**src/rtl/uart_sched_pkg.sv**
```systemverilog
// uart_sched_pkg: shared state encoding and byte width for the UART transmit scheduler.
package uart_sched_pkg;
    localparam int UART_BYTE_W = 8;
    typedef enum logic [1:0] {IDLE, LAUNCH, WAIT_BUSY, WAIT_DONE} sched_state_t;
endpackage

```
**src/rtl/rr_arbiter.sv**
```systemverilog
// rr_arbiter: combinational round-robin arbiter granting the first request at or after ptr.
module rr_arbiter #(
    parameter int N = 4,
    localparam int PW = $clog2(N)
) (
    input  logic [N-1:0]  req,
    input  logic [PW-1:0] ptr,
    output logic [N-1:0]  gnt
);
    logic [PW-1:0] idx;

    // Scan from the farthest offset down so the closest valid index to ptr wins.
    always_comb begin
        gnt = '0;
        idx = '0;
        for (int k = N - 1; k >= 0; k--) begin
            idx = PW'((int'(ptr) + k) % N);
            gnt = req[idx] ? N'(1) << idx : gnt;
        end
    end
endmodule

```
**src/rtl/uart_tx_scheduler.sv**
```systemverilog
// uart_tx_scheduler: shares one uart_transmit between NUM_REQ byte streams with round-robin and packet locking.
module uart_tx_scheduler
    import uart_sched_pkg::*;
#(
    parameter int NUM_REQ      = 4,
    parameter int LOCK_TIMEOUT = 100_000
) (
    input  logic                           clk_in,
    input  logic                           rst_n_in,
    input  logic [NUM_REQ-1:0]             req_valid_in,
    input  logic [NUM_REQ*UART_BYTE_W-1:0] req_data_in,
    input  logic [NUM_REQ-1:0]             req_last_in,
    output logic [NUM_REQ-1:0]             req_ready_out,
    output logic                           uart_trigger_out,
    output logic [UART_BYTE_W-1:0]         uart_data_out,
    input  logic                           uart_busy_in,
    output logic [NUM_REQ-1:0]             grant_out,
    output logic                           locked_out,
    output logic                           timeout_pulse_out
);
    localparam int PW = $clog2(NUM_REQ);
    localparam int CW = $clog2(LOCK_TIMEOUT + 1);

    sched_state_t           state;
    logic [PW-1:0]          ptr;
    logic [PW-1:0]          win_idx;
    logic [CW-1:0]          cnt;
    logic [NUM_REQ-1:0]     arb_gnt;
    logic [UART_BYTE_W-1:0] win_data;
    logic                   accept;
    logic                   win_last;
    logic                   owner_idle;

    rr_arbiter #(.N(NUM_REQ)) u_arb (
        .req(req_valid_in),
        .ptr(ptr),
        .gnt(arb_gnt)
    );

    // The previous grant doubles as the lock owner.
    assign req_ready_out = (state == IDLE && !uart_busy_in) ?
                           (locked_out ? grant_out & req_valid_in : arb_gnt) : '0;
    assign accept        = |req_ready_out;
    assign win_last      = |(req_ready_out & req_last_in);
    assign owner_idle    = state == IDLE && locked_out && !(|(grant_out & req_valid_in));

    always_comb begin
        win_idx  = '0;
        win_data = '0;
        for (int i = 0; i < NUM_REQ; i++) begin
            win_idx  = req_ready_out[i] ? PW'(i) : win_idx;
            win_data = req_ready_out[i] ? req_data_in[UART_BYTE_W*i +: UART_BYTE_W] : win_data;
        end
    end

    always_ff @(posedge clk_in or negedge rst_n_in) begin
        if (!rst_n_in) begin
            state             <= IDLE;
            ptr               <= '0;
            cnt               <= '0;
            grant_out         <= '0;
            locked_out        <= 1'b0;
            uart_data_out     <= '0;
            uart_trigger_out  <= 1'b0;
            timeout_pulse_out <= 1'b0;
        end else begin
            uart_trigger_out  <= 1'b0;
            timeout_pulse_out <= 1'b0;
            case (state)
                IDLE: begin
                    if (accept) begin
                        state            <= LAUNCH;
                        uart_trigger_out <= 1'b1;
                        uart_data_out    <= win_data;
                        grant_out        <= req_ready_out;
                        locked_out       <= !win_last;
                        ptr              <= win_idx == PW'(NUM_REQ - 1) ? '0 : win_idx + 1'b1;
                        cnt              <= '0;
                    end else if (owner_idle) begin
                        locked_out        <= cnt != CW'(LOCK_TIMEOUT - 1);
                        timeout_pulse_out <= cnt == CW'(LOCK_TIMEOUT - 1);
                        cnt               <= cnt == CW'(LOCK_TIMEOUT - 1) ? '0 : cnt + 1'b1;
                    end
                end
                LAUNCH:    state <= WAIT_BUSY;
                WAIT_BUSY: state <= uart_busy_in ? WAIT_DONE : WAIT_BUSY;
                WAIT_DONE: state <= uart_busy_in ? WAIT_DONE : IDLE;
                default:   state <= IDLE;
            endcase
        end
    end
endmodule

```
**config.mk**
```make
export PLATFORM = sky130hd
export DESIGN_NAME = uart_tx_scheduler
export DESIGN_NICKNAME = d
export VERILOG_FILES = /design/src/rtl/uart_sched_pkg.sv /design/src/rtl/rr_arbiter.sv /design/src/rtl/uart_tx_scheduler.sv
export SDC_FILE = /design/constraint.sdc
export NUM_CORES = 1
export LEC_CHECK = 0
export BUFFER_PORTS_ARGS = -buffer_cell sky130_fd_sc_hd__buf_2
export CAP_MARGIN = 5
export CORE_ASPECT_RATIO = 1.2
export CORE_MARGIN = 2
export CORE_UTILIZATION = 54
export DETAILED_ROUTE_END_ITERATION = 12
export GPL_TIMING_DRIVEN = 0
export MAX_ROUTING_LAYER = met4
export PLACE_DENSITY = 0.81
export SLEW_MARGIN = 20
export SYNTH_ARGS = -nofsm -noshare
export SYNTH_HDL_FRONTEND = slang
export SYNTH_SLANG_ARGS = --single-unit
```
**constraint.sdc**
```tcl
create_clock -name clk_in -period 3.4 [get_ports clk_in]
set_input_delay 0.68 -clock clk_in [delete_from_list [all_inputs] [get_ports clk_in]]
set_output_delay 0.68 -clock clk_in [all_outputs]
set_load 0.005 [all_outputs]
```
==> impl_metrics.tcl, run 1 <==
set metrics [dict create \
    initial_utilization 0.550 \
    grt_pass1_wl_um 11000 \
    rr_endpoint "cnt[15]" \
    grt_pass1_vias 2396 \
    antenna_found_initial 0 \
    antenna_left 0 \
    crit_required_ns 2.72 \
    fmax_ghz 0.304 \
    end_kind "output port" \
    tritoncts "built" \
    reg2reg_depth 13 \
    min_period_over_period 0.969 \
    whs_ns 0.468 \
    drv_slew 0 \
    die_h_um 78.4 \
    dp.cells 411 \
    grt_max_degree 37 \
    rsz0062_at_grt "false" \
    wl_um 6640 \
    core_um2 4530 \
    routedWlPerCell_um 15.6 \
    worstSkewPairLatency_ns 0.29 \
    gp_congestion 0.839 \
    htree_num_levels 2 \
    worst_slack_ns 0.106 \
    drc 0 \
    critPathLaunchType "flop" \
    post-route-min-period_ns 3.29 \
    io_pins 62 \
    power_mw 2.50 \
    setup_viol 0 \
    relSlewSlack 0.467 \
    cts_sinks 36 \
    yosys_warnings 0 \
    drt_iter0_markers 156 \
    r2r_start "ptr[1]" \
    areaGrowthSynthToFinish_pct 25.1 \
    tightestPinTransition_ns 0.800 \
    worst_path_largest_cell_delay_ns 0.44 \
    track_usage 0.276 \
    crit_fanout 10 \
    tns_ns 0 \
    pre_cts_slack_ns -0.209 \
    vias 2555 \
    synthDistinctLibCells 50 \
    async_flop_share 1.00 \
    p_leak_nw 1.45 \
    fin_skew_ns 0.00552 \
    regToRegSetupSlack_ns 0.22 \
    io_buffers 61 \
    synth_ff_type "dfrtp_1" \
    die_x_um 66.0 \
    dieArea_um2 5170 \
    fin_area_um2 3110 \
    core.rowCount 27 \
    layout.nets 418 \
    irDropWorstVdd_uv 575 \
    clk_path_buf_depth 2 \
    stdcell_count 425 \
    synthCells 292 \
    hold_path.class "in -> async" \
    cellPowerDensity_nw_per_um2 802 \
    ys_seq_elements 36 \
    numCtsBuffers 5 \
    syn_nets 344 \
    final_hold_viol_count 0 \
    dp_hpwl_um 4760 \
    nFillCells 380 \
    yosysSeqAreaShare 0.362 \
    crit_arrival_ns 2.61 \
    multi_input_area_um2 1460 \
    crit_slowest_cell "a2111o_1" \
    overflow 0 \
    clk_pin_slew_ns 0.08 \
    place_area_um2 2870 \
    dr.pass1.iters 5 \
    drive_gt1_frac 0.294 \
    final_util 0.688 \
    crit_chain "buf_6 > clkinvlp_4 > ha_4 > clkbuf_2 > nand2_1 > o22ai_1 > a2111o_1 > a31oi_4 > buf_8 > inv_1 > buf_2" \
    cts_root_buf "clkbuf_8" \
    synth_edf_count 0 \
    path_class "reg -> out" \
    syn_avg_cell_area_um2 8.53 \
    antenna_cells 0 \
    max_cap_violations 0 \
    netlist_area_um2 2490 \
    post_drt_via_cell_ratio 6.01 \
    ff_latch_area_um2 903 \
    status "finished, final reports clean" \
]
## power breakdown
part           switching (mW)  internal [mW]  total [mW]
Combinational           0.735          0.608        1.34
Sequential              0.162          0.610       0.772
Clock                   0.163          0.218       0.381
Total                    1.06           1.44        2.50
## state kept, by name (all words and copies together) (netlist names)
register,count
grant_out,4
timeout_pulse_out,1
locked_out,1
uart_data_out,8
ptr,2
uart_trigger_out,1
cnt,17
state,2
## what timing repair did
item	4_1_cts	5_1_grt
pin swaps	0	8
buffers inserted	0	7
hold buffers	0	0
endpoints found under the setup margin	35	30
resized for setup	12	18
## logic make-up after synthesis
family | after synthesis | share of synthesized area
fa+ha+maj | 9 | 0.0452
simple gates | 107 | 0.234
compound gates | 87 | 0.229
flops | 36 | 0.362
mux | 10 | 0.0528
buf+inv | 43 | 0.0774
## cell usage in the layout, fill, tap and decap left out, drive strengths merged, types with 2 or more instances in the layout
master    count
a2111o        2
a2111oi       2
a21oi        20
a31oi         9
a32oi         2
and3         15
buf          74
clkbuf       18
clkinvlp      2
dfrtp        36
ha            9
inv          22
mux2          3
mux2i         6
nand2        24
nand2b        6
nand3         7
nand4         3
nor2         18
nor2b         5
nor3          6
nor4          3
o21ai        22
o221ai        8
o22ai         5
o31ai         6
o32a          2
or3          10
or4           6
## how the worst max path moves through the flow
stage / startpoint / end / slack (ns) / depth (start not counted)
finish: ptr[1] / req_ready_out[1] / 0.11 / 11
CTS: ptr[1] / req_ready_out[3] / 0.001 / 7
global placement: ptr[0] / req_ready_out[1] / -0.20 / 11
floorplan: ptr[0] / cnt[13] / 0.27 / 14
detailed placement: ptr[0] / uart_data_out[4] / -0.21 / 14
global route: ptr[1] / req_ready_out[3] / 0.02 / 10
## worst max-delay path, delay by kind of cell (launching register included)
kind	cells	cell delay [ns]
DFF	1	0.39
adders and majority gates	1	0.31
AOI/OAI and AO/OA	3	0.79
and+or+nand+nor	1	0.07
buffers and inverters	6	0.76
## synth_stat cells (2+ instances only)
master	number	area, um2
mux2i_2	3	41.3
nor2_1	18	67.6
nand2_1	24	90.1
buf_6	4	45.0
and3_1	15	93.8
nor2b_1	5	31.3
mux2_2	2	22.5
o31ai_1	6	45.0
inv_1	22	82.6
a31oi_1	9	56.3
nand4_1	3	18.8
nor3_1	6	30.0
dfrtp_1	36	901
nor4_1	3	18.8
or4_1	6	45.0
clkbuf_1	12	45.0
o221ai_1	8	70.1
a2111oi_0	2	17.5
o21ai_0	22	110
nand3_1	7	35.0
buf_1	2	7.51
ha_1	9	113
a21oi_1	20	100
o22ai_1	5	31.3
mux2i_1	3	30.0
a32oi_1	2	17.5
inv_2	2	7.51
or3_1	9	56.3
a2111o_1	2	22.5
nand2b_1	5	31.3
## area by class of cell
type,instances,share of cell area
repair buffers,68,0.114
multi-input cells,213,0.468
inverters,24,0.0313
clock inverters,2,0.0112
well taps,58,0.0233
flip-flops and latches,36,0.290
plain buffers,18,0.0386
clock buffers,6,0.0233
## routing by layer
layer | part of all wire | up-vias | routed length (um) | GRT usage
li1 | - | 1228 | - | -
met1 | 0.41 | 1220 | 2690 | 0.330
met2 | 0.52 | 97 | 3460 | 0.481
met3 | 0.058 | 10 | 382 | 0.0430
met4 | 0.015 | 0 | 102 | 0.0735
met5 | 0 | - | 0 | -
Power figures use the tool's default switching activity.
==> inputs of run 2 (changes only) <==
BUFFER_PORTS_ARGS = -buffer_cell sky130_fd_sc_hd__clkbuf_2   (was -buffer_cell sky130_fd_sc_hd__buf_2)
RECOVER_POWER = 50   (was unset)
SYNTH_HIERARCHICAL = 1   (was unset)
==> run 2 against run 1 <==
First-iteration DRC count grew 30%. Synthesized cell count shrank 3.8%. The run now ends with max-capacitance violations, max-slew violations left. Routed wire length up 5.5%. Non-clock buffer count up 1. Clock-buffer cell count rose by 1.
==> impl_metrics.tcl, run 2 <==
set metrics [dict create \
    dieArea_um2 5180 \
    seqPwrFrac 0.265 \
    antenna_found_initial 0 \
    areaGrowthSynthToFinish_pct 27.5 \
    p_int_mw 1.41 \
    dr.pass1.iters 4 \
    gp_congestion 0.917 \
    fin_area_um2 3180 \
    hold_depth 2 \
    io_pins 62 \
    yosysSeqAreaShare 0.361 \
    synth_xor_area_frac 0.0175 \
    grt_pass1_wl_um 10900 \
    fmax_ghz 0.294 \
    grt_max_degree 37 \
    reg2reg_depth 14 \
    synthCells 281 \
    cts_root_buf "clkbuf_8" \
    post-route-min-period_ns 3.40 \
    yosys_warnings 6 \
    swShare 0.437 \
    clkPwrFrac 0.133 \
    crit_fanout 4 \
    drt_iter0_markers 203 \
    drive_gt1_frac 0.351 \
    regMostFlops "cnt" \
    final_common_cell "clkbuf_2" \
    synthDistinctLibCells 56 \
    largest_reg_flops 17 \
    synth_top_cell_by_area "dfrtp_1" \
    wl_um 7000 \
    path_class "reg -> out" \
    p_switching_mw 1.09 \
    synth_ff_type "dfrtp_1" \
    stdcell_count 417 \
    dp_hpwl_um 4660 \
    yosys.area_share.simple 0.256 \
    max_cap_violations 1 \
    synthMuxAreaShare 0.0576 \
    cts_sinks 36 \
    synth_area_leaders "dfrtp_1 36%, nand2_1 5.0%, ha_1 4.5%, nor2_1 4.4%, a21oi_1 3.8%" \
    synth_top_area_frac 0.361 \
    rsz0062_at_grt "true" \
    critPathLaunchType "flop" \
    ys_seq_elements 36 \
    core_um2 4530 \
    post_drt_via_cell_ratio 6.22 \
    async_flop_share 1.00 \
    setup_viol 0 \
    fin_skew_ns 0.0102 \
    final_hold_viol_count 0 \
    min_period_over_period 0.999 \
    synthTopCellsByCount "36 x dfrtp_1, 33 x nand2_1, 29 x nor2_1" \
    dp.cells 400 \
    top_regs "cnt (17), uart_data_out (8), grant_out (4)" \
    routedWlPerCell_um 16.8 \
    end_kind "output port" \
    worstSkewPairLatency_ns 0.30 \
    cellPowerDensity_nw_per_um2 785 \
    synth_edf_count 0 \
    overflow 0 \
    antenna_cells 0 \
    synth-compound-area-share 0.214 \
    pwr-share-comb 0.602 \
    crit_arrival_ns 2.72 \
    place_area_um2 2870 \
    p_leak_nw 1.44 \
    numCtsBuffers 5 \
    syn_nets 333 \
    violations "max-capacitance violations, max-slew violations" \
    die_h_um 78.5 \
    clk_path_buf_depth 2 \
    layout.nets 411 \
    tightestPinTransition_ns 1.93 \
    irDropWorstVdd_uv 321 \
    core.rowCount 27 \
    tritoncts "built" \
    layout_common_cells "58 x clkbuf_2, 34 x dfrtp_1, 33 x nand2_1" \
    syn_avg_cell_area_um2 8.88 \
    hold_path.class "reg -> reg" \
    grt_pass1_vias 2380 \
    status "finished with violations" \
    antenna_left 0 \
    crit_required_ns 2.72 \
    io_buffers 61 \
    clk_pin_slew_ns 0.08 \
    die_x_um 66.1 \
    htree_num_levels 2 \
    initial_utilization 0.551 \
    synthAdderAreaFrac 0.0451 \
    synth_top_family_by_area "simple AND/OR/NAND/NOR gates" \
    vias 2593 \
    drv_slew 37 \
    netlist_area_um2 2500 \
    yosysMostFrequentCell "dfrtp_1" \
    relSlewSlack -0.288 \
    track_usage 0.277 \
    drc 0 \
]
run 2: cell types whose count changed after synthesis, moves of 6 or more:
cell      change
o21ai_0       -8
or4_1         -6
nand2_1       +9
o21ai_1      +10
inv_1        -16
nor2_1       +11
clkbuf_1      -7
and3_1       -12
a221oi_1      +8
o221ai_1      -8
run 2: what timing repair did:
item / in CTS / in global routing
endpoints found under the setup margin: 37 / 4
hold buffers: 0 / 0
resized for setup: 19 / 14
cloned: 0 / 0
setup buffers: 7 / 4
pin swaps: 3 / 3
run 2: cell type report:
cell class,count,area [um2]
repair buffers,72,385
flip-flops and latches,36,903
well taps,58,72.6
plain buffers,15,103
clock buffers,7,96.3
fillers,334,1350
multi-input cells,222,1590
inverters,7,32.5
run 2: path summary, 6_finish.rpt:
path                       slack, ns          endpoint        startpoint
min reg2reg                     0.49  uart_data_out[2]  uart_data_out[2]
min                             0.49  uart_data_out[2]  uart_data_out[2]
max                            0.002  req_ready_out[2]            ptr[0]
max in group asynchronous       1.23            ptr[1]          rst_n_in
min in group asynchronous       0.92  uart_data_out[4]          rst_n_in
max reg2reg                     0.30  uart_data_out[0]            ptr[0]
run 2: layer usage:
layer  vias up  track usage  part of all wire
met2       138        0.472              0.50
met4         0        0.100             0.028
met3        27       0.0530             0.068
met5         -            -                 0
li1       1186            -                 -
met1      1242        0.325              0.40
run 2: power groups by stage:
stage,clock [mW],combinational (mW),sequential (mW)
final,0.332,1.50,0.663
after detailed placement,0,1.13,0.668
after global routing,0.355,1.61,0.677
after CTS,0.341,1.33,0.658
after global placement,0,1.09,0.661
after floorplan,0,0.811,0.649
run 2: logic make-up after synthesis:
family                   after synthesis
AO/OA/AOI/OAI                         83
XOR/XNOR                               5
adder cells (fa/ha/maj)                9
buffers and inverters                 23
flip-flops                            36
multiplexers                           9
AND/OR/NAND/NOR                      116
run 2: metrics by stage:
stage	TNS (ns)	hold slack, ns	setup WS, ns	utilization	power (mW)
3_5_place_dp	-4.53	0.476	-0.291	0.635	1.80
2_1_floorplan	0	0.384	0.379	-	1.46
6_report	0	0.487	0.00178	0.703	2.50
3_3_place_gp	-2.35	0.469	-0.200	0.635	1.76
5_1_grt	-0.122	0.520	-0.0562	0.703	2.65
4_1_cts	0	0.492	0.000454	0.684	2.33
run 2: critical path, cell delays in order, from the launching register on:
cell and delay (ns):
dfrtp_2 0.40, buf_8 0.11, clkinvlp_4 0.10, ha_4 0.31
mux4_2 0.41, a211oi_4 0.26, o31ai_4 0.12, nor2b_2 0.16
clkbuf_4 0.14, nor2_2 0.17, nor2_2 0.07, buf_2 0.16
==> inputs of run 3 (changes only) <==
clock period = 3.5 ns   (was 3.4 ns; I/O delays follow)
==> run 3 against run 2 <==
The flow still finishes with violations (max-capacitance violations, max-slew violations). Final area is 2.0% lower. Routed wire length shrank 4.8%. Global-route usage unchanged. Total power fell by 7.4%. Final cell count fell by 0.96%. Register-to-register slack improved by 0.09 ns. Core utilization shrank 1.4 points. Critical endpoint unchanged. Clock power down 3%. Largest power group unchanged. Largest cell class unchanged.
==> impl_metrics.tcl, run 3 (synthesis gave the netlist of run 2 again) <==
set metrics [dict create \
    tightestPinTransition_ns 1.94 \
    pre_cts_slack_ns -0.211 \
    pwr-share-comb 0.582 \
    initial_utilization 0.551 \
    path_class "reg -> out" \
    worstSkewPairLatency_ns 0.29 \
    htree_num_levels 2 \
    die_h_um 78.5 \
    p_int_mw 1.31 \
    drv_slew 37 \
    layout.nets 407 \
    crit_required_ns 2.80 \
    hold_path.class "reg -> reg" \
    layout_common_cells "58 x clkbuf_2, 34 x dfrtp_1, 33 x nand2_1" \
    top_regs "cnt (17), uart_data_out (8), grant_out (4)" \
    crit_start "ptr[0]" \
    clk_path_buf_depth 2 \
    cts_sinks 36 \
    dp_hpwl_um 4660 \
    fmax_ghz 0.292 \
    drt_iter0_markers 189 \
    drive_gt1_frac 0.332 \
    dr.pass1.iters 4 \
    io_pins 62 \
    routedWlPerCell_um 16.2 \
    crit_arrival_ns 2.73 \
    post_drt_via_cell_ratio 6.05 \
    tritoncts "built" \
    clkPwrFrac 0.139 \
    irDropWorstVdd_uv 295 \
    dp.cells 400 \
    violations "max-capacitance violations, max-slew violations" \
    cts_hold_buf 0 \
    drc 0 \
    stdcell_count 413 \
    max_cap_violations 1 \
    fin_skew_ns 0.00846 \
    antenna_found_initial 0 \
    core.rowCount 27 \
    seqPwrFrac 0.278 \
    swShare 0.432 \
    power_mw 2.31 \
    final_common_cell "clkbuf_2" \
    numCtsBuffers 5 \
    crit_fanout 5 \
    core_um2 4530 \
    vias 2497 \
    min_period_over_period 0.979 \
    antenna_cells 0 \
    wl_um 6670 \
    status "finished with violations" \
    setup_viol 0 \
    holdCritStartpoint "uart_data_out[7]" \
    io_buffers 61 \
    largest_reg_flops 17 \
    post-route-min-period_ns 3.43 \
    clk_pin_slew_ns 0.07 \
    grt_pass1_vias 2381 \
    end_kind "output port" \
    cts_root_buf "clkbuf_8" \
    gp_congestion 0.917 \
    r2r_start "ptr[0]" \
    overflow 0 \
    dieArea_um2 5180 \
    p_switching_mw 1.00 \
    critPathLaunchType "flop" \
    areaGrowthSynthToFinish_pct 24.9 \
    relSlewSlack -0.295 \
    worst_slack_ns 0.0739 \
    die_x_um 66.1 \
    track_usage 0.277 \
    grt_max_degree 37 \
    regMostFlops "cnt" \
    cellPowerDensity_nw_per_um2 742 \
    p_leak_nw 1.41 \
    grt_pass1_wl_um 10900 \
    antenna_left 0 \
    final_hold_viol_count 0 \
]
run 3: changes by cell type in the layout (fill, tap and decap cells not counted), sizes merged:
cell / before / now
buf: 22 / 18
run 3: final timing paths:
check	endpoint	slack [ns]	cells after the start
min in group asynchronous	uart_data_out[4]	0.94	1
worst max-delay path	req_ready_out[2]	0.07	11
worst min register to register	uart_data_out[7]	0.49	2
worst min-delay path	uart_data_out[7]	0.49	2
worst max register to register	ptr[0]	0.39	14
max in group asynchronous	ptr[0]	1.30	1
run 3: power groups by stage:
stage / clock network, mW / registers (mW) / logic [mW]
after CTS: 0.331 / 0.639 / 1.22
final: 0.322 / 0.643 / 1.35
after floorplan: 0 / 0.630 / 0.788
after global placement: 0 / 0.642 / 1.06
after global routing: 0.344 / 0.658 / 1.47
after detailed placement: 0 / 0.649 / 1.10
run 3: final cells by class:
class                           instances  area, um2
Buffer                                 15        103
Timing Repair Buffer                   68        355
Inverter                                7       32.5
Clock buffer                            7       96.3
Tap cell                               58       72.6
Multi-Input combinational cell        222       1550
Sequential cell                        36        903
Fill cell                             352       1410
run 3: critical path, stage by stage, from the launching register on:
cell        delay, ns
dfrtp_2          0.40
buf_8            0.12
clkinvlp_4       0.11
ha_4             0.30
mux4_2           0.41
a211oi_4         0.31
o31ai_4          0.09
nor2b_2          0.16
clkbuf_4         0.14
nor2_2           0.17
nor2_2           0.07
buf_2            0.15
run 3: per-layer routing:
metal,GRT usage,up-vias,share of wire,routed length (um)
met5,-,-,0,0
met4,0.0980,0,0.016,106
met3,0.0530,11,0.066,441
met2,0.477,123,0.50,3350
met1,0.321,1184,0.42,2780
li1,-,1179,-,-
run 3: timing repair:
item / in CTS / in global routing
endpoints found under the setup margin: 25 / 4
resized for setup: 13 / 14
pin swaps: 2 / 2
buffers inserted: 5 / 2
run 3: stage by stage:
step | util | area (um2) | hold WS (ns) | TNS, ns
final | 0.689 | 3120 | 0.487 | 0
after global placement | 0.635 | 2870 | 0.469 | -0.472
after floorplan | - | 2500 | 0.404 | 0
after CTS | 0.673 | 3050 | 0.492 | -0.0170
after global routing | 0.689 | 3120 | 0.520 | -0.0199
after detailed placement | 0.635 | 2870 | 0.476 | -2.19
